File: config.mk
export PLATFORM = sky130hd
export DESIGN_NAME = pdn_inject_eject
export DESIGN_NICKNAME = d
export VERILOG_FILES = /design/src/rtl/pdn_pkg.sv /design/src/rtl/sync_fifo.sv /design/src/rtl/pdn_inject_eject.sv
export SDC_FILE = /design/constraint.sdc
export NUM_CORES = 1
export LEC_CHECK = 0
export ABC_AREA = 1
export CAP_MARGIN = 20
export CORE_AREA = 2 2 109 111
export DETAILED_ROUTE_END_ITERATION = 16
export DIE_AREA = 0 0 111 113
export PLACE_DENSITY_LB_ADDON = 0.05
export SYNTH_ARGS = -nofsm -noshare
export SYNTH_HDL_FRONTEND = slang
export SYNTH_HIERARCHICAL = 1
export SYNTH_SLANG_ARGS = --single-unit
File: constraint.sdc
create_clock -name clk -period 3.3 [get_ports clk]
set_input_delay 0.495 -clock clk [delete_from_list [all_inputs] [get_ports clk]]
set_output_delay 0.495 -clock clk [all_outputs]
set_load 0.01 [all_outputs]
File: src/rtl/pdn_pkg.sv
// rtl/pdn_pkg.sv - flit layout, slot indices and flit helpers for pdn_inject_eject
package pdn_pkg;
  localparam int FLIT_W = 10;
  localparam int VLD    = 9;
  localparam int GOLD   = 8;
  localparam int DX_HI  = 7;
  localparam int DX_LO  = 6;
  localparam int DY_HI  = 5;
  localparam int DY_LO  = 4;
  localparam int PLD_HI = 3;
  localparam int PLD_LO = 0;

  localparam logic [1:0] N = 2'd0;
  localparam logic [1:0] S = 2'd1;
  localparam logic [1:0] W = 2'd2;
  localparam logic [1:0] E = 2'd3;

  function automatic logic is_local(input logic [FLIT_W-1:0] f,
                                    input logic [1:0] x,
                                    input logic [1:0] y);
    return f[VLD] && (f[DX_HI:DX_LO] == x) && (f[DY_HI:DY_LO] == y);
  endfunction

  // Locally generated flits always enter the network as non-golden.
  function automatic logic [FLIT_W-1:0] make_flit(input logic [7:0] body);
    logic [FLIT_W-1:0] f;
    f                = '0;
    f[VLD]           = 1'b1;
    f[GOLD]          = 1'b0;
    f[DX_HI:DX_LO]   = body[7:6];
    f[DY_HI:DY_LO]   = body[5:4];
    f[PLD_HI:PLD_LO] = body[3:0];
    return f;
  endfunction
endpackage

File: src/rtl/sync_fifo.sv
// rtl/sync_fifo.sv - single-clock FIFO, wrap-bit pointers, overflow/underflow requests ignored
module sync_fifo #(
  parameter int WIDTH = 8,
  parameter int DEPTH = 4
) (
  input  logic             clk,
  input  logic             rst_n,
  input  logic [WIDTH-1:0] in_tdata,
  input  logic             in_tvalid,
  output logic             in_tready,
  output logic [WIDTH-1:0] out_tdata,
  output logic             out_tvalid,
  input  logic             out_tready
);
  localparam int AW = $clog2(DEPTH);
  localparam logic [AW:0] PTR_ONE = (AW+1)'(1);

  logic [WIDTH-1:0] mem [DEPTH];
  logic [AW:0]      wr_ptr;
  logic [AW:0]      rd_ptr;
  logic             full;
  logic             push;
  logic             pop;

  assign full       = (wr_ptr[AW] != rd_ptr[AW]) && (wr_ptr[AW-1:0] == rd_ptr[AW-1:0]);
  assign in_tready  = !full;
  assign out_tvalid = (wr_ptr != rd_ptr);
  assign push       = in_tvalid && in_tready;
  assign pop        = out_tready && out_tvalid;
  assign out_tdata  = mem[rd_ptr[AW-1:0]];

  always_ff @(posedge clk or negedge rst_n) begin
    if (!rst_n) begin
      wr_ptr <= '0;
      rd_ptr <= '0;
    end else begin
      if (push) wr_ptr <= wr_ptr + PTR_ONE;
      if (pop)  rd_ptr <= rd_ptr + PTR_ONE;
    end
  end

  always_ff @(posedge clk) begin
    if (push) mem[wr_ptr[AW-1:0]] <= in_tdata;
  end
endmodule

File: src/rtl/pdn_inject_eject.sv
// rtl/pdn_inject_eject.sv - local eject/inject stage feeding the pdn inputs through one register
// Optional RR_EJECT_EN: rotating eject priority instead of fixed N>S>W>E.
module pdn_inject_eject
  import pdn_pkg::*;
#(
  parameter logic [1:0] MY_X      = 2'd1,
  parameter logic [1:0] MY_Y      = 2'd2,
  parameter int         INJ_DEPTH = 4,
  parameter int         EJ_DEPTH  = 4
) (
  input  logic              clk,
  input  logic              rst_n,
  input  logic [FLIT_W-1:0] link_n_in,
  input  logic [FLIT_W-1:0] link_s_in,
  input  logic [FLIT_W-1:0] link_w_in,
  input  logic [FLIT_W-1:0] link_e_in,
  output logic [FLIT_W-1:0] pdn_north,
  output logic [FLIT_W-1:0] pdn_south,
  output logic [FLIT_W-1:0] pdn_west,
  output logic [FLIT_W-1:0] pdn_east,
  input  logic              inj_valid,
  output logic              inj_ready,
  input  logic [7:0]        inj_data,
  output logic              ej_valid,
  input  logic              ej_ready,
  output logic [7:0]        ej_data
);
  logic [FLIT_W-1:0] slot_in  [4];
  logic [FLIT_W-1:0] slot_nxt [4];
  logic [FLIT_W-1:0] slot_q   [4];
  logic [1:0]        start_idx;
  logic [1:0]        idx;
  logic [1:0]        ej_idx;
  logic              ej_hit;
  logic              ej_room;
  logic              ej_push;
  logic [7:0]        ej_push_data;
  logic              inj_head_vld;
  logic [7:0]        inj_head;
  logic              inj_pop;

  assign slot_in[N] = link_n_in;
  assign slot_in[S] = link_s_in;
  assign slot_in[W] = link_w_in;
  assign slot_in[E] = link_e_in;

`ifdef RR_EJECT_EN
  logic [1:0] rr_ptr;

  always_ff @(posedge clk or negedge rst_n) begin
    if (!rst_n)      rr_ptr <= N;
    else if (ej_hit) rr_ptr <= ej_idx + 2'd1;
  end

  assign start_idx = rr_ptr;
`else
  assign start_idx = N;
`endif

  always_comb begin
    ej_hit       = 1'b0;
    ej_idx       = start_idx;
    idx          = start_idx;
    inj_pop      = 1'b0;
    slot_nxt     = slot_in;
    for (int k = 0; k < 4; k++) begin
      idx = start_idx + 2'(k);
      if (!ej_hit && ej_room && is_local(slot_in[idx], MY_X, MY_Y)) begin
        ej_hit = 1'b1;
        ej_idx = idx;
      end
    end
    if (ej_hit) slot_nxt[ej_idx] = '0;
    ej_push      = ej_hit;
    ej_push_data = slot_in[ej_idx][DX_HI:PLD_LO];

    // A self-addressed injection uses the eject port only when no link flit claimed it.
    if (inj_head_vld) begin
      if (is_local(make_flit(inj_head), MY_X, MY_Y)) begin
        if (!ej_hit && ej_room) begin
          ej_push      = 1'b1;
          ej_push_data = inj_head;
          inj_pop      = 1'b1;
        end
      end else begin
        for (int k = 0; k < 4; k++) begin
          if (!inj_pop && !slot_nxt[k][VLD]) begin
            slot_nxt[k] = make_flit(inj_head);
            inj_pop     = 1'b1;
          end
        end
      end
    end
  end

  always_ff @(posedge clk or negedge rst_n) begin
    if (!rst_n) begin
      for (int k = 0; k < 4; k++) slot_q[k] <= '0;
    end else begin
      for (int k = 0; k < 4; k++) slot_q[k] <= slot_nxt[k];
    end
  end

  assign pdn_north = slot_q[N];
  assign pdn_south = slot_q[S];
  assign pdn_west  = slot_q[W];
  assign pdn_east  = slot_q[E];

  sync_fifo #(.WIDTH(8), .DEPTH(INJ_DEPTH)) u_inj_fifo (
    .clk        (clk),
    .rst_n      (rst_n),
    .in_tdata   (inj_data),
    .in_tvalid  (inj_valid),
    .in_tready  (inj_ready),
    .out_tdata  (inj_head),
    .out_tvalid (inj_head_vld),
    .out_tready (inj_pop)
  );

  sync_fifo #(.WIDTH(8), .DEPTH(EJ_DEPTH)) u_ej_fifo (
    .clk        (clk),
    .rst_n      (rst_n),
    .in_tdata   (ej_push_data),
    .in_tvalid  (ej_push),
    .in_tready  (ej_room),
    .out_tdata  (ej_data),
    .out_tvalid (ej_valid),
    .out_tready (ej_ready)
  );
endmodule
==> impl_metrics.yaml, run 1 <==
status:
  status: "completed"
routing:
  wirelength_um: 13680
  detail-route-antenna-nets: 0
  firstDrtPassIters: 5
  drtIter0Drc: 427
  vias_per_cell: 5.241
  wl_per_cell_um: 16.59
  num_vias: 4324
  drc_errors: 0
place:
  dp_cells: 793
  dp_hpwl_um: 10150
  portBuffers: 101
  place_congestion: 0.9055
cts:
  cts-hold-fix-buffers: 0
  postCtsResizedCells: 0
  cts_buffers: 17
  tritoncts: "done"
  clockBufferDepth: 2
  cts_setup_buffers: 0
  cts.clk_slew.worst_paths_ns: 0.06
  insertion_delay_ns: 0.41
  cts-root-buf: "clkbuf_16"
  htree_num_levels: 4
  clock-sinks: 116
global_routing:
  grt_pass1_wl_um: 21620
  grtUsageTotal: 0.2280
  antenna_found_initial: 0
  grt_pass1_vias: 4073
  grt_max_degree: 44
  grt_overflow: 0
yosys:
  synth.most_common_cell: "nand2_1"
  synth_top_area_cell: "edfxtp_1"
  ys_top_cells_by_area: "edfxtp_1, dfrtp_1, nand2_1, nor2_1, nand3_1"
  ys_warn_count: 6
  synth_common_cells: "nand2_1, nor2_1, edfxtp_1"
  seq_area_frac_synth: 0.5793
  synth_area_sq_mm: 0.005564
  synthArstFlopShare: 0.4483
  ys.flop_type: "edfxtp_1"
  synthCells: 559
  synth_nets: 621
  ys_types: 32
  yosysTopAreaCellShare: 0.3454
  ys_seq_elements: 116
  synth_edf_count: 64
  syn_area_per_cell_sq_um: 9.954
timing:
  fin_skew_ns: 0.008644
  rsz0062_at_grt: "false"
  slew_viol_final: 0
  hold_viol_final: 0
  worst_pin_slew_ns: 0.9499
  tns_ns: 0
  setup_viol: 0
  min_period_ns: 3.036
  max_freq_mhz: 329.3
  max_slew_margin: 0.3667
  timing.final.crit_share: 0.9201
critical_path:
  critPathCaptureType: "register"
  worst-path-max-fanout: 24
  path_class: "register to register"
  crit_arrival_ns: 3.12
  worst_setup_path_start_kind: "register"
  worst_ep_required_time_ns: 3.38
die:
  fp.dieArea_sq_mm: 0.01254
  start_util: 0.4936
  dieWidth_um: 111
  pin_count: 102
  die_y_um: 113
  coreArea_sq_mm: 0.01127
  rows: 39
finish:
  instances_no_fill: 825
  nFillCells: 921
  layout-drive-gt1-share: 0.1305
  post-route-util: 0.6437
  n_antenna_cell: 0
  fin_nets: 731
  syn2layout_area_growth_pct: 30.40
power:
  vdd_drop_max_mv: 0.7845
  leakage_uw: 0.003155
  p_per_area_mw_per_mm2: 870.2
job:
  maxCapViolCount: 0
worst_hold_path:
  holdCritPathClass: "input port to asynchronous set/reset pin"
where the power goes:
| part | total [uW] | switching (uW) | internal [uW] | leakage (uW) |
|---|---|---|---|---|
| Clock | 1780 | 669 | 1110 | 0.000276 |
| Sequential | 2170 | 243 | 1930 | 0.00120 |
| Combinational | 2360 | 1450 | 915 | 0.00168 |
| Total | 6310 | 2360 | 3960 | 0.00315 |
worst max-delay path: stages (launching register included):
cell	delay, ns
dfrtp_1	0.75
inv_4	0.20
nand2_2	0.13
nand2_4	0.07
nand3_4	0.17
nand2_1	0.07
inv_1	0.07
nand2_1	0.06
nor2_2	0.12
nand2_4	0.19
nand2_2	0.14
nor2_2	0.06
nand2_1	0.17
nand2_1	0.08
inv_1	0.08
nand2_1	0.07
inv_1	0.26
stage by stage:
| step | power (uW) | hold WS [ns] | area (sq um) | setup WS [ns] |
|---|---|---|---|---|
| 6_report | 6314 | 0.2330 | 7256 | 0.2635 |
| 5_1_grt | 6664 | 0.3033 | 7256 | 0.03622 |
| 4_1_cts | 6343 | 0.2500 | 7256 | 0.3206 |
| 3_5_place_dp | 4538 | 0.5247 | 6674 | 0.3383 |
| 3_3_place_gp | 4507 | 0.5114 | 6674 | 0.4406 |
| 2_1_floorplan | 3592 | 0.1994 | 5564 | 0.9745 |
path summary, 6_finish.rpt:
check,to,cells after the start,slack [ns],startpoint
max,u_ej_fifo/mem[3][4],16,0.26,u_ej_fifo/rd_ptr[0]
min,pdn_west[7],1,0.23,rst_n
max reg2reg,u_ej_fifo/mem[3][4],16,0.26,u_ej_fifo/rd_ptr[0]
min reg2reg,u_inj_fifo/wr_ptr[2],2,0.55,u_inj_fifo/wr_ptr[2]
max in group asynchronous,pdn_east[5],2,2.37,rst_n
min in group clk,u_inj_fifo/wr_ptr[2],2,0.55,u_inj_fifo/wr_ptr[2]
routing by layer:
metal / global-route usage / part of all wire
met1: 0.3097 / 0.45
met2: 0.3472 / 0.45
met3: 0.06588 / 0.072
met4: 0.09417 / 0.027
met5: 0 / 0
cell type report:
| type | instances | area, sq um | area share |
|---|---|---|---|
| multi-input combinational | 369 | 1998 | 0.2754 |
| inverter | 58 | 222.7 | 0.03069 |
| tap | 143 | 178.9 | 0.02466 |
| clock buffer | 17 | 425.4 | 0.05863 |
| timing repair buffer | 107 | 1051 | 0.1449 |
| sequential | 116 | 3223 | 0.4442 |
| clock inverter | 15 | 156.4 | 0.02156 |
placed cells by master (no fill, tap or decap), types with 2 or more instances in the layout:
cell type	count
nand2_1	104
clkdlybuf4s50_1	100
nor2_1	76
edfxtp_1	64
inv_1	53
dfrtp_1	52
nand3_1	50
o21ai_0	49
o22ai_1	17
clkbuf_16	17
nand2_2	11
ha_1	10
nand4_1	9
nand2_4	8
o21ai_2	8
nor2_2	6
nand3_4	6
buf_4	6
inv_6	4
clkinv_1	3
clkinv_4	3
clkinvlp_4	3
nand3b_1	2
inv_2	2
nand3_2	2
a21oi_1	2
nor2_4	2
bufinv_16	2
inv_4	2
xor2_1	2
flip-flops by register name, summed over array words and instances, names as in the netlist:
signal / flops
pdn_south: 10
pdn_north: 10
u_ej_fifo/wr_ptr: 3
u_inj_fifo/wr_ptr: 3
u_ej_fifo/rd_ptr: 3
u_inj_fifo/mem: 32
pdn_west: 10
pdn_east: 10
u_ej_fifo/mem: 32
u_inj_fifo/rd_ptr: 3
cells by family after synthesis:
| group | share of synthesized area |
|---|---|
| AND/OR/NAND/NOR | 0.2530 |
| AO/OA/AOI/OAI | 0.07758 |
| buffers and inverters | 0.06161 |
| flip-flops | 0.5793 |
| adder cells (fa/ha/maj) | 0.02249 |
| XOR/XNOR | 0.006073 |
Note: power is estimated with default switching activity, not from simulation.
==> run 2: changes to the inputs <==
PLACE_DENSITY = 0.81   (was default)
PLACE_DENSITY_LB_ADDON = default   (was 0.05)
==> impl_metrics.yaml, run 2 (synthesis gave the netlist of run 1 again) <==
status:
  status: "completed"
timing:
  min_period_ns: 2.988
  setup_viol: 0
  fin_skew_ns: 0.007940
  tns_ns: 0
  slew_viol_final: 0
  max_freq_mhz: 334.6
  worst_pin_slew_ns: 0.8190
  setup_ws_ns: 0.3118
  rsz0062_at_grt: "false"
  timing.final.crit_share: 0.9055
  hold_viol_final: 0
  max_slew_margin: 0.4540
power:
  vdd_drop_max_mv: 0.4904
  finalPower_uw: 6428
  swShare: 0.3714
  net-switching-power_uw: 2387
  p_clk_frac: 0.290
  leakage_uw: 0.003168
  p_per_area_mw_per_mm2: 882.7
  seq_power_share: 0.333
  p_comb_frac: 0.378
  p_int_uw: 4040
global_routing:
  grtUsageTotal: 0.2327
  grt_overflow: 0
  antenna_found_initial: 0
  grt_max_degree: 38
  grt_pass1_vias: 4382
  grt_pass1_wl_um: 22130
place:
  dp_hpwl_um: 10120
  dpl_worst_slack_ns: 0.3348
  portBuffers: 101
  place_congestion: 0.9310
die:
  coreArea_sq_mm: 0.01127
  dieWidth_um: 111
  start_util: 0.4936
  fp.dieArea_sq_mm: 0.01254
  die_y_um: 113
  pin_count: 102
  rows: 39
cts:
  tritoncts: "done"
  postCtsResizedCells: 0
  htree_num_levels: 4
  clock-sinks: 116
  cts_buffers: 17
  cts-root-buf: "clkbuf_16"
  cts.clk_slew.worst_paths_ns: 0.05
  cts-hold-fix-buffers: 0
  cts_setup_buffers: 0
  clockBufferDepth: 2
  insertion_delay_ns: 0.41
routing:
  wirelength_um: 13980
  drc_errors: 0
  detail-route-antenna-nets: 0
  vias_per_cell: 5.366
  wl_per_cell_um: 16.94
  num_vias: 4427
  drtIter0Drc: 308
  firstDrtPassIters: 5
finish:
  nFillCells: 890
  multiInputGateArea_sq_mm: 0.001998
  n_antenna_cell: 0
  syn2layout_area_growth_pct: 30.87
  final_common_cell: "nand2_1"
  layout_common_cells: "nand2_1, clkdlybuf4s50_1, nor2_1"
  post-route-util: 0.6460
  ff_latch_area_sq_mm: 0.003223
  layout-drive-gt1-share: 0.1305
  fin_nets: 731
critical_path:
  worst-path-max-fanout: 24
  critPathCaptureType: "register"
  crit_arrival_ns: 3.03
  path_class: "register to register"
  worst_setup_path_start_kind: "register"
  worst_ep_required_time_ns: 3.34
worst_hold_path:
  holdCritPathClass: "input port to asynchronous set/reset pin"
job:
  maxCapViolCount: 0
## run 2: power by group through the flow
stage / Combinational [uW] / Clock [uW] / Sequential (uW)
floorplan: 1450 / 0 / 2140
global placement: 2320 / 0 / 2150
detailed placement: 2410 / 0 / 2160
CTS: 2430 / 1890 / 2140
global route: 2660 / 1960 / 2170
finish: 2430 / 1860 / 2140
## run 2: final timing paths
path	start	to	slack [ns]	cells past startpoint
worst max register to register	u_ej_fifo/rd_ptr[0]	u_ej_fifo/mem[0][3]	0.31	14
min in group clk	u_inj_fifo/wr_ptr[2]	u_inj_fifo/wr_ptr[2]	0.53	2
worst max-delay path	u_ej_fifo/rd_ptr[0]	u_ej_fifo/mem[0][3]	0.31	14
max in group asynchronous	rst_n	pdn_east[1]	2.40	2
worst min register to register	u_inj_fifo/wr_ptr[2]	u_inj_fifo/wr_ptr[2]	0.53	2
worst min-delay path	rst_n	pdn_south[4]	0.18	1
## run 2: through the flow
stage | hold WS [ns] | cell area [sq um] | std cells
2_1_floorplan | 0.1994 | 5564 | 559
3_3_place_gp | 0.4984 | 6674 | 793
3_5_place_dp | 0.5193 | 6674 | 793
4_1_cts | 0.1891 | 7282 | 825
5_1_grt | 0.2393 | 7282 | 825
6_report | 0.1785 | 7282 | 825
## run 2: area by class of cell
class                   count  share of cell area
multi-input cells         369              0.2744
clock inverters            14             0.02457
inverters                  58             0.03058
clock buffers              18             0.05893
flip-flops and latches    116              0.4426
well taps                 143             0.02457
repair buffers            107              0.1443
## run 2: layer usage
metal	track usage	vias up	routed length (um)
met5	0	-	0
met4	0.1017	0	317
met3	0.06160	29	1193
met2	0.3963	213	7012
met1	0.2812	2082	5453
li1	-	2103	-
## run 2: critical path: stages, from the launching register on
cell and delay [ns]:
dfrtp_1 0.43, buf_4 0.22, nand2_1 0.12, nand2_4 0.08
nand3_4 0.19, nand2_1 0.08, inv_1 0.07, nand2_1 0.06
nor2_2 0.12, nand2_4 0.19, nand2_2 0.14, nor2_2 0.07
nand2_1 0.19, nand2_4 0.09, nor2_1 0.56
==> run 3: changes to the inputs <==
DONT_BUFFER_PORTS = 1   (was default)
PLACE_DENSITY = 0.69   (was 0.81)
==> impl_metrics.yaml, run 3 (synthesis gave the netlist of run 1 again) <==
critical_path:
  crit_path_top_delay_cell: "dfrtp_1"
  rr_worst_depth: 10
  worst-path-max-fanout: 21
  path_class: "register to register"
  cp_slowest_stage_delay_ns: 0.71
  worst_setup_path_start_kind: "register"
  r2r_slack_ns: 0.31
  worst_ep_required_time_ns: 3.35
  critPathCaptureType: "register"
  crit_arrival_ns: 3.04
  crit_chain: "inv_4, nand2_2, nand2_4, nand3_4, nand2_2, nand2_2, nor2_2, nand2_1, nand2_4, nor2_1"
  timing.rr.start: "u_ej_fifo/rd_ptr[0]"
  crit_top_cell: "nand2_2"
  reg2reg_to: "u_ej_fifo/mem[1][5]"
global_routing:
  grt_pass1_vias: 3898
  grt_max_degree: 53
  grtUsageTotal: 0.2241
  grt_overflow: 0
  antenna_found_initial: 0
  grt_pass1_wl_um: 20870
job:
  maxCapViolCount: 0
routing:
  firstDrtPassIters: 5
  wirelength_um: 13450
  drtIter0Drc: 292
  drc_errors: 0
  wl_per_cell_um: 18.63
  vias_per_cell: 5.483
  num_vias: 3959
  detail-route-antenna-nets: 0
cts:
  cts_buffers: 17
  insertion_delay_ns: 0.42
  clock-sinks: 116
  htree_num_levels: 4
  tritoncts: "done"
  cts-root-buf: "clkbuf_16"
  clockBufferDepth: 2
  cts.clk_slew.worst_paths_ns: 0.05
  postCtsResizedCells: 0
timing:
  whs_ns: 0.1689
  tns_ns: 0
  hold_viol_final: 0
  timing.final.crit_share: 0.9060
  fin_skew_ns: 0.01461
  rsz0062_at_grt: "false"
  max_freq_mhz: 334.5
  setup_viol: 0
  worst_pin_slew_ns: 0.8265
  min_period_ns: 2.990
  slew_viol_final: 0
  max_slew_margin: 0.4470
worst_hold_path:
  min_to: "u_inj_fifo/mem[0][2]"
  holdCritStartpoint: "inj_data[2]"
  holdCritPathClass: "input port to register"
  min_path_cells: 0
die:
  die_y_um: 113
  dieWidth_um: 111
  coreArea_sq_mm: 0.01127
  start_util: 0.4936
  fp.dieArea_sq_mm: 0.01254
  rows: 39
  pin_count: 102
place:
  portBuffers: 0
  place_congestion: 0.8897
  dp_hpwl_um: 9835
finish:
  post-route-util: 0.5549
  n_antenna_cell: 0
  layout_common_cells: "nand2_1, nor2_1, edfxtp_1"
  syn2layout_area_growth_pct: 12.41
  final_common_cell: "nand2_1"
  layout-drive-gt1-share: 0.1451
  nFillCells: 942
  fin_nets: 629
power:
  vdd_drop_max_mv: 0.5572
  p_per_area_mw_per_mm2: 932.5
  leakage_uw: 0.002764
status:
  status: "completed"
==> run 3: area by class of cell <==
cell class | count | area (sq um) | share of cell area
Multi-Input combinational cell | 369 | 1998 | 0.3195
Clock inverter | 12 | 138.9 | 0.02220
Tap cell | 143 | 178.9 | 0.02861
Sequential cell | 116 | 3223 | 0.5153
Timing Repair Buffer | 5 | 60.06 | 0.009602
Clock buffer | 19 | 432.9 | 0.06921
Inverter | 58 | 222.7 | 0.03561
==> run 3: per-stage QoR <==
stage / setup WS, ns / std cells / instance area, sq um / power, uW
2_1_floorplan: 0.9745 / 559 / 5564 / 3592
3_3_place_gp: 0.5029 / 689 / 5645 / 3983
3_5_place_dp: 0.3703 / 689 / 5645 / 4057
4_1_cts: 0.3522 / 722 / 6255 / 5861
5_1_grt: 0.04761 / 722 / 6255 / 6163
6_report: 0.3101 / 722 / 6255 / 5832
==> run 3: repair_timing <==
item	CTS	global route
hold buffers	2	0
endpoints found under the hold margin	52	0
buffers inserted	0	0
==> run 3: worst max path at each step <==
stage                     slack (ns)            startpoint             endpoint  depth (start not counted)
final                           0.31   u_ej_fifo/rd_ptr[0]  u_ej_fifo/mem[1][5]                         10
after global routing            0.05   u_ej_fifo/rd_ptr[0]  u_ej_fifo/mem[1][5]                         11
after CTS                       0.35   u_ej_fifo/rd_ptr[0]  u_ej_fifo/mem[1][1]                         11
after detailed placement        0.37   u_ej_fifo/rd_ptr[0]  u_ej_fifo/mem[1][5]                         10
after global placement          0.50   u_ej_fifo/rd_ptr[0]  u_ej_fifo/mem[1][2]                         10
after floorplan                 0.97  u_inj_fifo/rd_ptr[0]  u_ej_fifo/mem[0][0]                         11
==> run 3: report_power, final <==
group | internal [uW] | switching [uW]
clock | 1170 | 607
sequential | 1930 | 314
combinational | 512 | 1300
==> run 3: layer usage <==
metal / track usage / vias to the layer above / share of wire
li1: - / 1884 / -
met1: 0.2696 / 1867 / 0.40
met2: 0.3493 / 173 / 0.47
met3: 0.09695 / 35 / 0.10
met4: 0.1083 / 0 / 0.028
met5: 0 / - / 0
==> run 3: critical path: cells and delay by family (launching register included) <==
kind | cells | cell delay (ns)
buf+inv | 1 | 0.18
flops | 1 | 0.71
simple gates | 9 | 1.71
